### src/rtl/led_chaser_module_pkg.sv
// Shared encodings for the LED chaser: pattern modes, FSM states and divider sizing.
package led_chaser_module_pkg;

    localparam logic [1:0] MODE_ROT_L = 2'b00;
    localparam logic [1:0] MODE_ROT_R = 2'b01;
    localparam logic [1:0] MODE_PING  = 2'b10;
    localparam logic [1:0] MODE_CNT   = 2'b11;

    localparam int DIV_BITS = 8;

    typedef enum logic {
        ST_IDLE = 1'b0,
        ST_RUN  = 1'b1
    } state_e;

    // Terminal divider count for a given number of edges per step.
    function automatic logic [DIV_BITS-1:0] div_last(input int step_div);
        return DIV_BITS'(step_div - 1);
    endfunction

endpackage

### src/rtl/led_chaser_module_pulse_edge_divider.sv
// Rising-edge detector on the incoming pulse level followed by a STEP_DIV edge divider.
module pulse_edge_divider
    import led_chaser_module_pkg::*;
#(
    parameter int STEP_DIV = 1
) (
    input  logic i_clk,
    input  logic i_rst,
    input  logic i_pulse,
    input  logic i_run,
    output logic o_step_tick
);

    localparam logic [DIV_BITS-1:0] DIV_LAST = div_last(STEP_DIV);

    logic                r_pulse_d;
    logic [DIV_BITS-1:0] r_div;
    logic                w_edge;
    logic                w_wrap;

    assign w_edge      = i_pulse & ~r_pulse_d;
    assign w_wrap      = (r_div == DIV_LAST);
    assign o_step_tick = i_run & w_edge & w_wrap;

    // Pulse delay register and edge divider; the divider is held at zero outside RUN.
    always_ff @(posedge i_clk or posedge i_rst) begin
        if (i_rst) begin
            r_pulse_d <= 1'b0;
            r_div     <= {DIV_BITS{1'b0}};
        end else begin
            r_pulse_d <= i_pulse;
            if (!i_run) begin
                r_div <= {DIV_BITS{1'b0}};
            end else if (w_edge) begin
                r_div <= w_wrap ? {DIV_BITS{1'b0}} : r_div + {{(DIV_BITS-1){1'b0}}, 1'b1};
            end else begin
                r_div <= r_div;
            end
        end
    end

endmodule

### src/rtl/led_chaser_module.sv
// LED chaser: divides pulse-generator edges into pattern steps and drives the LED bank
// with rotate, ping-pong or binary-count patterns plus step/cycle strobes.
module led_chaser_module
    import led_chaser_module_pkg::*;
#(
    parameter int WIDTH    = 4,
    parameter int STEP_DIV = 1
) (
    input  logic             CLK,
    input  logic             RST,
    input  logic             Pulse_In,
    input  logic             Enable_In,
    input  logic [1:0]       Mode_In,
    output logic [WIDTH-1:0] LED_Out,
    output logic             Step_Done,
    output logic             Cycle_Done
);

    localparam logic [WIDTH-1:0] ZERO     = {WIDTH{1'b0}};
    localparam logic [WIDTH-1:0] ONE      = {{(WIDTH-1){1'b0}}, 1'b1};
    localparam logic [WIDTH-1:0] MSB_ONLY = {1'b1, {(WIDTH-1){1'b0}}};

    state_e           r_state;
    logic [WIDTH-1:0] r_led;
    logic             r_dir_right;
    logic             r_step;
    logic             r_cycle;

    logic             w_step_tick;
    logic             w_run;
    logic             w_is_onehot;
    logic [WIDTH-1:0] w_next_led;
    logic             w_next_dir;
    logic             w_next_cycle;

    function automatic logic [WIDTH-1:0] init_pattern(input logic [1:0] mode);
        case (mode)
            MODE_ROT_L: return ONE;
            MODE_ROT_R: return MSB_ONLY;
            MODE_PING:  return ONE;
            MODE_CNT:   return ZERO;
            default:    return ZERO;
        endcase
    endfunction

    assign w_run       = (r_state == ST_RUN);
    assign w_is_onehot = (r_led != ZERO) && ((r_led & (r_led - ONE)) == ZERO);

    pulse_edge_divider #(
        .STEP_DIV (STEP_DIV)
    ) u_div (
        .i_clk       (CLK),
        .i_rst       (RST),
        .i_pulse     (Pulse_In),
        .i_run       (w_run),
        .o_step_tick (w_step_tick)
    );

    // Next pattern for a step; shift modes reload their seed if the bank is not one-hot.
    always_comb begin
        w_next_led   = r_led;
        w_next_dir   = r_dir_right;
        w_next_cycle = 1'b0;
        case (Mode_In)
            MODE_ROT_L: begin
                if (!w_is_onehot) begin
                    w_next_led = ONE;
                end else begin
                    w_next_led   = {r_led[WIDTH-2:0], r_led[WIDTH-1]};
                    w_next_cycle = (w_next_led == ONE);
                end
            end
            MODE_ROT_R: begin
                if (!w_is_onehot) begin
                    w_next_led = MSB_ONLY;
                end else begin
                    w_next_led   = {r_led[0], r_led[WIDTH-1:1]};
                    w_next_cycle = (w_next_led == MSB_ONLY);
                end
            end
            MODE_PING: begin
                if (!w_is_onehot) begin
                    w_next_led = ONE;
                end else if (!r_dir_right) begin
                    if (r_led[WIDTH-1]) begin
                        w_next_dir   = 1'b1;
                        w_next_led   = {1'b0, r_led[WIDTH-1:1]};
                        w_next_cycle = (w_next_led == ONE);
                    end else begin
                        w_next_led = {r_led[WIDTH-2:0], 1'b0};
                    end
                end else begin
                    if (r_led[0]) begin
                        w_next_dir = 1'b0;
                        w_next_led = {r_led[WIDTH-2:0], 1'b0};
                    end else begin
                        w_next_led   = {1'b0, r_led[WIDTH-1:1]};
                        w_next_cycle = (w_next_led == ONE);
                    end
                end
            end
            MODE_CNT: begin
                w_next_led   = r_led + ONE;
                w_next_cycle = (w_next_led == ZERO);
            end
            default: begin
                w_next_led = r_led;
            end
        endcase
    end

    // Run/idle FSM with registered pattern and strobes; disable wins over a step.
    always_ff @(posedge CLK or posedge RST) begin
        if (RST) begin
            r_state     <= ST_IDLE;
            r_led       <= ZERO;
            r_dir_right <= 1'b0;
            r_step      <= 1'b0;
            r_cycle     <= 1'b0;
        end else begin
            case (r_state)
                ST_IDLE: begin
                    r_step      <= 1'b0;
                    r_cycle     <= 1'b0;
                    r_dir_right <= 1'b0;
                    if (Enable_In) begin
                        r_state <= ST_RUN;
                        r_led   <= init_pattern(Mode_In);
                    end else begin
                        r_led <= ZERO;
                    end
                end
                ST_RUN: begin
                    if (!Enable_In) begin
                        r_state <= ST_IDLE;
                        r_led   <= ZERO;
                        r_step  <= 1'b0;
                        r_cycle <= 1'b0;
                    end else if (w_step_tick) begin
                        r_led       <= w_next_led;
                        r_dir_right <= w_next_dir;
                        r_step      <= 1'b1;
                        r_cycle     <= w_next_cycle;
                    end else begin
                        r_step  <= 1'b0;
                        r_cycle <= 1'b0;
                    end
                end
                default: begin
                    r_state <= ST_IDLE;
                    r_led   <= ZERO;
                    r_step  <= 1'b0;
                    r_cycle <= 1'b0;
                end
            endcase
        end
    end

    assign LED_Out    = r_led;
    assign Step_Done  = r_step;
    assign Cycle_Done = r_cycle;

endmodule

### config.mk
export PLATFORM = sky130hd
export DESIGN_NAME = led_chaser_module
export DESIGN_NICKNAME = d
export VERILOG_FILES = /design/src/rtl/led_chaser_module_pkg.sv /design/src/rtl/led_chaser_module_pulse_edge_divider.sv /design/src/rtl/led_chaser_module.sv
export SDC_FILE = /design/constraint.sdc
export NUM_CORES = 1
export LEC_CHECK = 0
export CAP_MARGIN = 5
export CORE_MARGIN = 3
export CORE_UTILIZATION = 60
export DETAILED_ROUTE_END_ITERATION = 6
export GPL_TIMING_DRIVEN = 0
export PLACE_DENSITY = 0.81
export SLEW_MARGIN = 10
export SYNTH_ARGS = -nofsm -noshare
export SYNTH_HDL_FRONTEND = slang
export SYNTH_SLANG_ARGS = --single-unit
export TNS_END_PERCENT = 20
### constraint.sdc
create_clock -name CLK -period 5.3 [get_ports CLK]
set_input_delay 0.53 -clock CLK [delete_from_list [all_inputs] [get_ports CLK]]
set_output_delay 0.53 -clock CLK [all_outputs]
set_load 0.01 [all_outputs]
# Yosys cells after proc, flatten, opt, wreduce, memory -nomap -nowiden

Cells that the tools add are included.

Register bits after elaboration: 17
Latch bits: 0
Memory bits (writable): 0
Memory bits (read-only): 0
Bits of input ports: 6
Output and inout port bits: 6
Word-level logic and storage cells: 73
Memories: 0

$add $sub $neg: 3
Multipliers: 0
Divide/modulo/power cells: 0
Order comparisons: 0
Eq/ne operators: 12
Shifts and indexed selects: 0
Muxes and demuxes: 37
Bitwise logic cells: 6
Reductions and logical operators: 8

Operators with widths:

| cell                  | count |
|---|---|
| $mux W4               | 9 |
| $mux W8               | 3 |
| $mux W1               | 18 |
| $pmux W4 S4           | 1 |
| $pmux W4 S3           | 1 |
| $add A8 B1 Y8 const B | 1 |
| $logic_not A4 Y1      | 2 |
| $logic_not A8 Y1      | 1 |
| $ne A2 B1 Y1 const B  | 4 |
| $pmux W4 S2           | 1 |
| $pmux W1 S2           | 3 |
| $add A4 B1 Y4 const B | 1 |
| $and A4 B4 Y4         | 1 |
| $eq A2 B2 Y1 const B  | 2 |
| $eq A4 B1 Y1 const B  | 1 |
| $eq A4 B4 Y1 const B  | 1 |
| $pmux W1 S4           | 1 |
| $reduce_and A4 Y1     | 1 |
| $reduce_bool A4 Y1    | 1 |
| $sub A4 B1 Y4 const B | 1 |
| $and A1 B1 Y1         | 3 |
| $eq A3 B1 Y1 const B  | 1 |
| $ne A3 B2 Y1 const B  | 1 |
| $eq A2 B1 Y1 const B  | 1 |
| other kinds (5)       | 6 |

# Depth between registers and ports, before layout

Word-level depth: 9
Gate-level depth with buffers: 9

# Hierarchy

Synthesis repeated with hierarchy kept, for this count alone.

Cells, all modules: 164
Area, all modules: 1417.6 um^2

By module, submodules not included:

| module             | times used | cells an instance | area each (um^2) | sequential area each (um^2) |
|---|---|---|---|---|
| led_chaser_module  | 1          | 112               | 903.4            | 200.2 |
| pulse_edge_divider | 1          | 52                | 514.2            | 225.2 |

# Worst setup path after synthesis

Ideal clock, no wire load.

Kind: reg-to-reg
Start point: register r_led[0], in the netlist LED_Out[0]
End point: register r_cycle, in the netlist Cycle_Done
Setup time: 80 ps
Arrival: 2199 ps
Setup slack: 3022 ps
Stages on the path, launching flop included: 8
Clock period less this slack: 2278 ps
Cells stage by stage: dfrtp_1 clkbuf_1 inv_1 ha_1 or3_1 a31o_1 or4_1 a21oi_1

Longest elaborated chain between the ends: 9

RTL lines:

| item                       | RTL line                                                                  | text |
|---|---|---|
| start: declaration         | led_chaser_module.sv:24                                                   | `logic [WIDTH-1:0] r_led;` |
| start signal: assignment   | led_chaser_module.sv:128                                                  | `r_led <= init_pattern(Mode_In);` |
| start signal: assignment   | led_chaser_module.sv:140                                                  | `r_led <= w_next_led;` |
| $sub A4 B1 Y4              | led_chaser_module.sv:47                                                   | `assign w_is_onehot = (r_led != ZERO) && ((r_led & (r_led - ONE)) == ZERO);` |
| $and A4 B4 Y4              | led_chaser_module.sv:47                                                   |  |
| $logic_not A4 Y1           | led_chaser_module.sv:47                                                   |  |
| $logic_and A1 B1 Y1        | led_chaser_module.sv:47                                                   |  |
| $mux W1 (on tied branches) | led_chaser_module.sv:82, led_chaser_module.sv:66, led_chaser_module.sv:74 |  |
| $pmux W1 S4 *              | led_chaser_module.sv:64                                                   | `case (Mode_In)` |
| $mux W1 *                  | led_chaser_module.sv:139                                                  | `end else if (w_step_tick) begin` |
| $mux W1 *                  | led_chaser_module.sv:134                                                  | `if (!Enable_In) begin` |
| $pmux W1 S2 *              | led_chaser_module.sv:121                                                  | `case (r_state)` |
| end signal: assignment     | led_chaser_module.sv:143                                                  | `r_cycle <= w_next_cycle;` |
| end: declaration           | led_chaser_module.sv:27                                                   | `logic r_cycle;` |

Mark *: on every way between the ends. The rest lies on a longest branch, timed or not.
A chain may end at the register's enable or synchronous reset.

# Final worst setup path

Same ends and word-level chain as after synthesis.

==> impl_results.md <==
- Status: completed
- Met2 usage: 34.71%
- CTS Sinks: 17
- Diodes inserted: 0
- Synth Cell Area: 0.001296 mm2
- Clock share of power: about 26%
- Syn avg cell area: 8.417 um2
- Hold depth: 1
- Non-filler cells, final: between 150 and 200
- Final setup viols: 0
- Rows: 16
- Total grt overflow: 0
- CTS Buffer Depth: 2
- CTS buffer count: 3
- Crit path time final: 2.591 ns
- Vias in the first global route: 1089
- Min-delay worst type: reg -> reg
- Placer congestion estimate: 0.8404
- Die X: 52.48 um
- Avg Vias per Cell: ~6.2
- First-pass GRT wire length: 4843 um
- Core footprint: 0.002002 mm2
- DRT iter0 DRCs: 74
- Crit path launch type: flip-flop
- Hold endpoint: u_div.r_div[7]
- Pre-CTS setup slack: approximately 2.8 ns
- Fin. max-slew vios: 0
- P_sw: 0.07666 mW
- Flop pwr share: between 50% and 60%
- Worst path bufs/invs: 2
- I/O pin cnt: 12
- H-Tree Depth: 1
- GR peak layer: met2
- RSZ-0062 raised after global routing: no
- Layout Skew: around 0.0032 ns
- DR pass1 iterations: 5
- Syn. warnings: 0
- Synth async-reset ratio: 100.0%
- R2R Setup Slk: 2.71 ns
- Drc violations: 0
- Final hold vios: 0
- CP Capture Type: flip-flop
- Post-CTS resize count: 0
- Sequential fraction of the synthesis area: 32.82%
- Crit-path max FO: 10
- Ys flop type: dfrtp_1
- Synthesis-stage register bit count: 17
- Final wirelength: 2786 um
- Critical Path AT: 2.80 ns
- Number of synthesized flops with an enable pin: 0
- Fmax: 385.9 MHz
- Clock transition at path regs: 0.09 ns
- RR Startpoint: LED_Out[0]
- Worst setup margin: 2.709 ns
- Syn Inst Count: between 150 and 200
- Pint: 0.1874 mW
- Clock Latency Late Sink: 0.28 ns
- Inst Count DP: 192
- Slowest Stage Delay on Critical Path: 0.48 ns
- Initial core utilization: about two thirds
- Family with the most delay on the worst path: simple AND/OR/NAND/NOR gates
- Area of the die: 0.002754 mm2
- Cts hold-fix bufs: 0
- Peak VDD IR: 0.2313 mV
- Pin count of the biggest net entering global routing: 18
- WS Path Type: reg -> reg
- Worst slew pin tran: 0.6285 ns
- Share of layout cells above drive strength 1: 5.325%
- Worst R2R End: Cycle_Done
- Final Cycle Share: 48.89%
- Clock Root Buffer: clkbuf_4
- Routed wire per std cell: 14.21 um
- Total negative setup slack: 0 ns
- Leak: 0.6172 nW
- Max-cap viol count: 0
- HP Start: u_div.r_div[7]
- Unique masters post-synth: 41
- Mapped Nets: 171
- Vias: 1221
- CTS tree: done
- DP Wirelength: 2072 um
- Die H: 52.48 um
- Rel. slew slack: between 50 and 60%
- Overall Power: 0.2640 mW
- Routed Antenna Nets: 0
- Hold WS: slightly above 0.5 ns
- Initial antenna violation count: 0
- Pwr per Cell Area: ~180 mW/mm2
- R2R cell count: 7
- Critical path data required time: 5.51 ns
- Slowest CP cell: or4_1
- Switch share: 29.03%
- Setup bufs post-CTS: 0
- Critical path, cell by cell: clkbuf_1 > inv_1 > ha_1 > or3_1 > a31o_1 > or4_1 > a21oi_1
- Port Buffer Count: 11
- M1 GR Usage: 34.41%
- Met3 Track Usage GR: about 4.3%
- Global-route usage over all layers: 23.23%
- Nets: 187
- Area Overhead vs Synth: 13.13%
- Combinational group share of total power: between 20% and 30%
-- power groups by stage --
stage | clock, mW | combinational [mW] | sequential [mW]
after floorplan | 0 | 0.0405 | 0.138
after detailed placement | 0 | 0.0596 | 0.138
final | 0.0673 | 0.0613 | 0.135
after CTS | 0.0695 | 0.0602 | 0.135
after global routing | 0.0745 | 0.0675 | 0.136
after global placement | 0 | 0.0583 | 0.138
-- cells in the mapped netlist (all sizes together) (4+ instances only) --
cell    number  area, um2
xnor2        4      35.03
o21ai       13      65.06
nor2         8      30.03
or3          4      25.02
o211ai       5      37.54
dfrtp       17      425.4
nand2       13      48.80
nand3        8      40.04
clkbuf       6      22.52
o31ai        5      37.54
ha          11      137.6
inv         11      41.29
nand2b       6      37.54
a31oi        7      43.79
-- how the worst max path moves through the flow --
stage | start | end | slack, ns | cells after the start
CTS | LED_Out[0] | Cycle_Done | 2.74 | 7
global route | LED_Out[0] | Cycle_Done | 2.57 | 7
floorplan | LED_Out[0] | Cycle_Done | 3.02 | 7
finish | LED_Out[0] | Cycle_Done | 2.71 | 7
detailed placement | Mode_In[0] | Cycle_Done | 2.76 | 9
global placement | LED_Out[0] | Cycle_Done | 2.82 | 7
-- sequential cells by signal (all words and copies together) (netlist names) --
name             count
u_div.r_div          8
r_state              1
u_div.r_pulse_d      1
Step_Done            1
LED_Out              4
Cycle_Done           1
r_dir_right          1
-- per-layer routing --
| layer | up-vias | routed length [um] |
|---|---|---|
| met3 | 2 | 204 |
| met2 | 55 | 1244 |
| met4 | 0 | 7 |
| li1 | 592 | - |
| met1 | 572 | 1329 |
| met5 | - | 0 |
-- kinds of logic (layout without fill, tap and decap cells) --
group	after synthesis	in the layout	synth area share, %
AO/OA/AOI/OAI	43	43	22.20
XOR/XNOR	5	5	3.378
adder cells (fa/ha/maj)	11	11	10.62
buffers and inverters	20	35	5.984
flip-flops	17	17	32.82
multiplexers	2	2	1.641
AND/OR/NAND/NOR	56	56	23.36
-- cell usage in the layout (no fill, tap or decap), drive strengths merged, types with 5 or more instances in the layout --
cell type      netlist  final
a31oi                7      7
clkbuf               6     10
clkdlybuf4s50        0     11
dfrtp               17     17
ha                  11     11
inv                 11     11
nand2               13     13
nand2b               6      6
nand3                8      8
nor2                 8      8
o211ai               5      5
o21ai               13     13
o31ai                5      5
-- area by class of cell --
class / instances / area, um2
flip-flops and latches: 17 / 425.4
multi-input cells: 117 / 793.3
well taps: 27 / 33.78
repair buffers: 11 / 110.1
plain buffers: 9 / 36.28
clock buffers: 4 / 26.28
fillers: 160 / 535.5
inverters: 11 / 41.29
-- per-stage QoR --
stage / instance area, um2 / util [%]
6_report: 1466 / 73.25
5_1_grt: 1466 / 73.25
4_1_cts: 1466 / 73.25
3_5_place_dp: 1440 / 71.94
3_3_place_gp: 1440 / 71.94
2_1_floorplan: 1296 / -
-- worst register-to-register path, cell delays in order, from the launching register on --
cell	delay, ns
dfrtp_1	0.45
clkbuf_1	0.37
inv_1	0.17
ha_1	0.29
or3_1	0.34
a31o_1	0.27
or4_1	0.48
a21oi_1	0.16
Note: power is estimated with default switching activity, not from simulation.
